<file path="config.mk">
export PLATFORM = sky130hd
export DESIGN_NAME = ifetch_queue
export DESIGN_NICKNAME = d
export VERILOG_FILES = /design/src/rtl/ifetch_queue.sv
export SDC_FILE = /design/constraint.sdc
export NUM_CORES = 1
export LEC_CHECK = 0
export ABC_AREA = 0
export CAP_MARGIN = 20
export CORE_MARGIN = 2
export CORE_UTILIZATION = 62
export CTS_CLUSTER_SIZE = 25
export DETAILED_ROUTE_END_ITERATION = 6
export GPL_TIMING_DRIVEN = 0
export HOLD_SLACK_MARGIN = 0.02
export PLACE_DENSITY = 0.85
export SYNTH_ARGS = -nofsm -noshare
export SYNTH_HDL_FRONTEND = slang
export SYNTH_SLANG_ARGS = --single-unit
</file>
<file path="constraint.sdc">
create_clock -name clk -period 8.9 [get_ports clk]
set_input_delay 1.78 -clock clk [delete_from_list [all_inputs] [get_ports clk]]
set_output_delay 1.78 -clock clk [all_outputs]
set_load 0.1 [all_outputs]
</file>
<file path="src/rtl/ifetch_queue.sv">
// rtl/ifetch_queue.sv - instruction fetch unit with predecode of B and a decoupling instruction queue
module ifetch_queue #(
  parameter int ADDR_W  = 32,
  parameter int INSTR_W = 32,
  parameter int DEPTH   = 4,
  parameter int IMM_W   = 16,
  parameter logic [ADDR_W-1:0] RESET_PC = '0
) (
  input  logic                         clk,
  input  logic                         rst,
  output logic                         imem_req,
  output logic [ADDR_W-1:0]            imem_addr,
  input  logic [INSTR_W-1:0]           imem_rdata,
  input  logic                         exe_redirect,
  input  logic [ADDR_W-1:0]            exe_pc,
  input  logic [IMM_W-1:0]             exe_imm,
  output logic                         instr_valid,
  input  logic                         instr_ready,
  output logic [INSTR_W-1:0]           instr_data,
  output logic [ADDR_W-1:0]            instr_pc,
  output logic [$clog2(DEPTH+1)-1:0]   queue_count
);

  localparam int CW = $clog2(DEPTH + 1);
  localparam int PW = (DEPTH > 1) ? $clog2(DEPTH) : 1;
  localparam logic [6:0] OP_B = 7'b1100000;

  typedef enum logic {S_IDLE, S_RUN} state_t;

  state_t state, state_nx;

  logic [ADDR_W-1:0]  fetch_pc;
  logic               inflight;
  logic               resp_drop;
  logic [ADDR_W-1:0]  resp_pc;

  logic [INSTR_W-1:0] q_data [DEPTH];
  logic [ADDR_W-1:0]  q_pc   [DEPTH];
  logic [PW-1:0]      head;
  logic [PW-1:0]      tail;
  logic [CW-1:0]      count;

  logic               resp_live;
  logic               resp_is_b;
  logic               push;
  logic               pop;
  logic               credit_ok;
  logic [CW:0]        occupancy;
  logic [ADDR_W-1:0]  exe_target;
  logic [ADDR_W-1:0]  b_target;

  function automatic logic [PW-1:0] ptr_inc(input logic [PW-1:0] p);
    return (p == PW'(DEPTH - 1)) ? '0 : p + PW'(1);
  endfunction

  // A returning response is live unless it was tagged for drop or EXE is redirecting now
  assign resp_live  = inflight && !resp_drop && !exe_redirect;
  assign resp_is_b  = resp_live && (imem_rdata[31:25] == OP_B);
  assign push       = resp_live && !resp_is_b;
  assign pop        = instr_valid && instr_ready;

  assign exe_target = exe_pc + {{(ADDR_W-IMM_W){exe_imm[IMM_W-1]}}, exe_imm};
  assign b_target   = resp_pc + {{(ADDR_W-16){imem_rdata[15]}}, imem_rdata[15:0]};

  // Outstanding response counts against queue space so a push never finds the queue full
  assign occupancy  = {1'b0, count} + (CW+1)'(inflight);
  assign credit_ok  = occupancy < (CW+1)'(DEPTH);

  assign imem_addr   = fetch_pc;
  assign instr_valid = (count != '0) && !exe_redirect;
  assign instr_data  = q_data[head];
  assign instr_pc    = q_pc[head];
  assign queue_count = count;

  // State register: IDLE for the first cycle out of reset, then RUN
  always_ff @(posedge clk) begin
    if (rst) state <= S_IDLE;
    else     state <= state_nx;
  end

  // Next-state: RUN is held until reset
  always_comb begin
    state_nx = state;
    case (state)
      S_IDLE:  state_nx = S_RUN;
      S_RUN:   state_nx = S_RUN;
      default: state_nx = S_IDLE;
    endcase
  end

  // Output decode: fetch only while running, with credit, and not during a redirect
  always_comb begin
    imem_req = 1'b0;
    if (state == S_RUN && credit_ok && !exe_redirect) imem_req = 1'b1;
  end

  // Fetch PC and in-flight response tag; EXE redirect beats a predecoded B
  always_ff @(posedge clk) begin
    if (rst) begin
      fetch_pc  <= RESET_PC;
      inflight  <= 1'b0;
      resp_drop <= 1'b0;
      resp_pc   <= RESET_PC;
    end else begin
      inflight <= imem_req;
      if (imem_req) begin
        resp_pc   <= fetch_pc;
        resp_drop <= resp_is_b;
      end
      if (exe_redirect)  fetch_pc <= exe_target;
      else if (resp_is_b) fetch_pc <= b_target;
      else if (imem_req)  fetch_pc <= fetch_pc + ADDR_W'(4);
    end
  end

  // Instruction queue: circular buffer, flushed on redirect
  always_ff @(posedge clk) begin
    if (rst) begin
      head  <= '0;
      tail  <= '0;
      count <= '0;
      for (int i = 0; i < DEPTH; i++) begin
        q_data[i] <= '0;
        q_pc[i]   <= '0;
      end
    end else if (exe_redirect) begin
      head  <= '0;
      tail  <= '0;
      count <= '0;
    end else begin
      if (push) begin
        q_data[tail] <= imem_rdata;
        q_pc[tail]   <= resp_pc;
        tail         <= ptr_inc(tail);
      end
      if (pop) head <= ptr_inc(head);
      case ({push, pop})
        2'b10:   count <= count + CW'(1);
        2'b01:   count <= count - CW'(1);
        default: count <= count;
      endcase
    end
  end

endmodule

</file>
Word-level counts from Yosys, hierarchy flattened --
Memory sizes are Yosys's and may differ from the RTL's. A register that Yosys moved wholly into a read port is not among the register bits. Cells that the tools add are included.
Cells by class: div/mod/pow operators 0, multiplexer cells 24, $lt $le $gt $ge 1, bitwise gates (word level) 0, reductions and logical operators 17, equal/unequal tests 5, add/sub/neg operators 8, $mul 0, shift operators 0
Operators with widths (count):
- $mux 32 | 5
- $add 32x32->32 | 2
- $reduce_or 32->1 | 2
- $add 32x3->32 const B | 1
- $mux 2 | 8
- $mux 1 | 10
- $logic_and 1x1->1 | 8
- $eq 7x7->1 const B | 1
- $eq 2x2->1 const B | 3
- $pmux 3 s2 | 1
- $reduce_bool 3->1 | 2
- $add 2x1->2 const B | 2
- $add 3x1->4 | 1
- $lt 4x3->1 const B | 1
- $add 3x1->3 const B | 1
- $logic_not 1->1 | 3
- $sub 3x1->3 const B | 1
- $eq 2x1->1 const B | 1
- $reduce_bool 2->1 | 1
- $reduce_or 2->1 | 1
Storage, ports and cells: register bits 74, latch bits 0, RAM bits 256, memories kept 2, ROM bits 0
Memories:
- q_data | words 4, width 32, rd ports 1, clocked after Yosys merged registers in 1, write ports 4, RTL line 37 | logic [INSTR_W-1:0] q_data [DEPTH];
- q_pc | words 4, width 32, rd ports 1, clocked after Yosys merged registers in 1, write ports 4, RTL line 38 | logic [ADDR_W-1:0] q_pc [DEPTH];

Depth between registers and ports, before layout --
word-level depth 12, mapped depth 11, mapped depth without buffers 11

Least setup slack after synthesis --
OpenSTA, ideal clock, no wires.
path type input port to output port, from input exe_redirect, to output imem_req, path slack 3697 ps, data required time 7120 ps, stages 6, arrival time 3423 ps, path through buf_2 -> clkinv_1 -> nand2b_1 -> clkbuf_1 -> clkinv_1 -> clkbuf_1
Between the ends: word-level cells in the longest chain between the ends 3
RTL lines:
- start, declared | RTL line 14 | input logic exe_redirect,
- $logic_not 1->1 | RTL line 94 | if (state == S_RUN && credit_ok && !exe_redirect) imem_req = 1'b1;
- $logic_and 1x1->1 | RTL line 94
- $mux 1 | RTL line 94
- end, declared | RTL line 11 | output logic imem_req,
No other way between the ends.

Final worst setup path --
Ends and elaborated chain as after synthesis.

==> run_results.csv <==
group,metric,value,unit
global_routing,grt_max_degree,56,
sta,whs,488,ps
cts,post_cts_resized,0,
worst_setup_path,path_cells,"clkdlybuf4s50_1 > buf_2 > clkinv_1 > nand2b_1 > clkbuf_1 > clkinv_1 > clkbuf_1 > clkdlybuf4s50_1",
route,drt-total-wl,52900,um
sta,max_freq,0.140,GHz
hold_path,holdCritPathClass,"flop to flop",
route,vias,14500,
cts,clk_pin_slew,60,ps
synth,synth_fa_ha_area_share,4.85,%
hold_path,holdPathStages,2,
worst_setup_path,r2r_start,"inflight",
synth,syn_nets,1789,
placed_design,gp_congestion,0.959,
synth,ys.warnings.count,0,
floorplan,initial_utilization,63.3,%
synth,synthMuxAreaShare,8.18,%
global_routing,grt.overflow.total,0,
finish,syn_to_final_growth,18.9,%
synth,synth-async-reset-ratio,0,%
placed_design,portBuffers,184,
worst_setup_path,cp_num_buf_inv,7,
sta,fin_crit_sh,80.2,%
route,wl_per_cell,23.3,um
finish,final_cell_count_no_fill,2272,
synth,synth-simple-area-share,18.6,%
cts,clk_path_buf_depth,3,
synth,synth_seq_cells,332,
synth,yosys.area_share.xor_xnor,3.17,%
floorplan,die_area,0.0308,mm^2
route,antenna_left,0,
sta,rsz0062_at_grt,"false",
sta,post-route-min-period,7140,ps
route,post_drt_via_cell_ratio,6.40,
power_and_ir_drop,p_leak,8.25,nW
worst_setup_path,crit_path_end_kind,"primary output",
synth,synth_top_family_by_area,"simple AND/OR/NAND/NOR gates",
worst_setup_path,required,7120,ps
floorplan,die_h,176,um
sta,setup_violations,0,
global_routing,grt_util_all_layers,34.5,%
synth,synth_edf_count,256,
sta,finalHoldViolCount,0,
floorplan,core-area,0.0289,mm^2
sta,slew_viol_final,0,
worst_setup_path,r2r_slack,5020,ps
cts,cts_tree,"done",
global_routing,grt_pass1_wl,81000,um
worst_setup_path,worstPathArrival,5360,ps
synth,synth_cells,1636,
worst_setup_path,crit_fanout,10,
cts,clk_root_buffer_cell,"clkbuf_16",
worst_setup_path,cpLargestDelayFamily,"buffers and inverters",
floorplan,ios,185,
cts,cts_sinks,332,
hold_path,hold_end,"head[1]",
synth,synth_compound_area_share,11.9,%
flow_run,maxCapViolations,0,
worst_setup_path,timing_worst_setup_path_type,"primary input to primary output",
sta,slew-limit-headroom,22.8,%
placed_design,dpl_cell_area,0.0207,mm^2
route,dr.pass1.iters,5,
finish,nFillCells,1936,
placed_design,dp_hpwl,37000,um
power_and_ir_drop,cellPowerDensity,175,mW/mm^2
synth,ys.flop_type,"edfxtp_1",
cts,hold_buffers,0,
route,drtIter0Drc,1548,
cts,cts_max_level,2,
synth,synth-seq-area-share,50.4,%
worst_setup_path,crit_path_start_kind,"primary input",
cts,clock_latency,520,ps
finish,layout-drive-gt1-share,8.48,%
synth,synth_cell_types,86,
global_routing,grt_pass1_vias,14300,
worst_setup_path,crit_start,"exe_redirect",
synth,syn_area,0.0183,mm^2
worst_setup_path,crit_slowest_cell,"clkdlybuf4s50_1",
worst_setup_path,critPathMaxStageDelay,1060,ps
sta,skew,13.5,ps
finish,final_area,0.0217,mm^2
cts,cts_buffers,34,
route,drc_errors,0,
sta,timing.setup.tns,0,ps
cts,post-cts-setup-buffers,0,
power_and_ir_drop,p_total,3.81,mW
sta,worst_slew_pin_slew,1150,ps
hold_path,worstHoldStart,"head[1]",
worst_setup_path,r2r_cells,7,
floorplan,row_count,62,
synth,syn_avg_cell_area,11.2,um^2
worst_setup_path,worstReg2RegEnd,"q_data[1][17]",
floorplan,dieWidth,176,um
power_and_ir_drop,irDropWorstVdd,0.000110,V
run_status,status,"complete, no violations",
placed_design,numPlacedInstances,2209,
finish,nets,2014,
global_routing,antenna_found_initial,1,
-- layer usage --
| metal | wire length (um) | part of all wire, % | GRT usage (%) |
|---|---|---|---|
| met4 | 1940 | 3.7 | 13.7 |
| met1 | 20200 | 38 | 44.7 |
| met2 | 25800 | 49 | 57.7 |
| met5 | 0 | 0 | 0 |
| met3 | 5010 | 9.5 | 6.49 |
-- Yosys cell counts, drive strengths merged (10+ instances only) --
master,count,share of area (%)
ha,66,4.5
or3,10,0.34
o21ai,53,1.5
edfxtp,256,42
mux4,64,7.9
a211oi,18,0.82
xor2,27,1.3
nand4,17,0.58
and3,80,2.7
o211ai,16,0.69
dfxtp,76,8.3
inv,31,0.64
nor2,77,1.6
nor3,29,0.82
nand2,156,3.2
xnor2,39,1.9
a21o,33,1.4
and2,197,6.8
nand3,30,0.82
a21oi,120,3.4
clkbuf,85,1.8
buf,16,0.43
a31oi,12,0.41
-- metrics by stage --
step / setup WS, ps / utilization (%)
2_1_floorplan: 3700 / -
3_3_place_gp: 1750 / 71.3
3_5_place_dp: 1840 / 71.7
4_1_cts: 1830 / 75.2
5_1_grt: 1670 / 75.2
6_report: 1760 / 75.2
-- area by class of cell --
cell class	instances	area (um^2)	area share [%]
antenna	1	2.50	0.0115
buffer	101	398	1.83
clock buffer	40	883	4.07
clock inverter	22	123	0.565
inverter	33	124	0.571
multi-input combinational	1170	8540	39.3
sequential	332	9210	42.4
tap	384	480	2.21
timing repair buffer	189	1950	8.98
-- where the power goes --
| group | total [mW] | internal [mW] | switching, mW |
|---|---|---|---|
| Sequential | 1.78 | 1.73 | 0.0523 |
| Combinational | 0.710 | 0.224 | 0.486 |
| Clock | 1.32 | 0.715 | 0.600 |
-- worst register-to-register path: stages, from the launching register on --
cell and delay [ps]:
dfxtp_1 420, nor3b_2 700, and2b_1 430, nand2_1 260, nor3b_1 340, clkbuf_1 500
or2_4 600, buf_12 310
-- sequential cells by signal, summed over array words and instances, names as in the netlist, named ones only --
register     cells
head             2
imem_addr       32
inflight         1
q_data         128
q_pc           128
queue_count      3
resp_drop        1
resp_pc         32
state            1
tail             2
-- cell usage in the layout, fill, tap and decap left out, drive strengths merged, types with 7 or more instances in the layout --
| cell | count |
|---|---|
| xnor2 | 39 |
| o21a | 8 |
| and3 | 80 |
| inv | 33 |
| nor4 | 8 |
| nand4 | 17 |
| nor2 | 77 |
| a21o | 33 |
| nand3b | 7 |
| mux4 | 64 |
| or2 | 7 |
| nand3 | 30 |
| o21ai | 53 |
| and2 | 197 |
| xor2 | 27 |
| o211ai | 16 |
| a211oi | 18 |
| dfxtp | 76 |
| buf | 21 |
| nand2 | 156 |
| nor3 | 29 |
| edfxtp | 256 |
| ha | 66 |
| clkinv | 20 |
| clkbuf | 125 |
| a31oi | 12 |
| o21bai | 9 |
| or3 | 10 |
| clkdlybuf4s50 | 184 |
| a21oi | 120 |
-- cell families after synthesis --
logic type,after synthesis
and+or+nand+nor,638
buffers and inverters,134
adders and majority gates,69
xor gates and xnor gates,66
DFF,332
AOI/OAI and AO/OA,328
muxes,69
-- worst max path at each step --
stage | depth (start not counted) | to
after floorplan | 6 | imem_req
after global placement | 7 | q_pc[3][30]
after detailed placement | 8 | imem_req
after CTS | 8 | imem_req
after global routing | 8 | imem_req
final | 8 | imem_req
No activity file was read; power rests on OpenSTA's default activity.
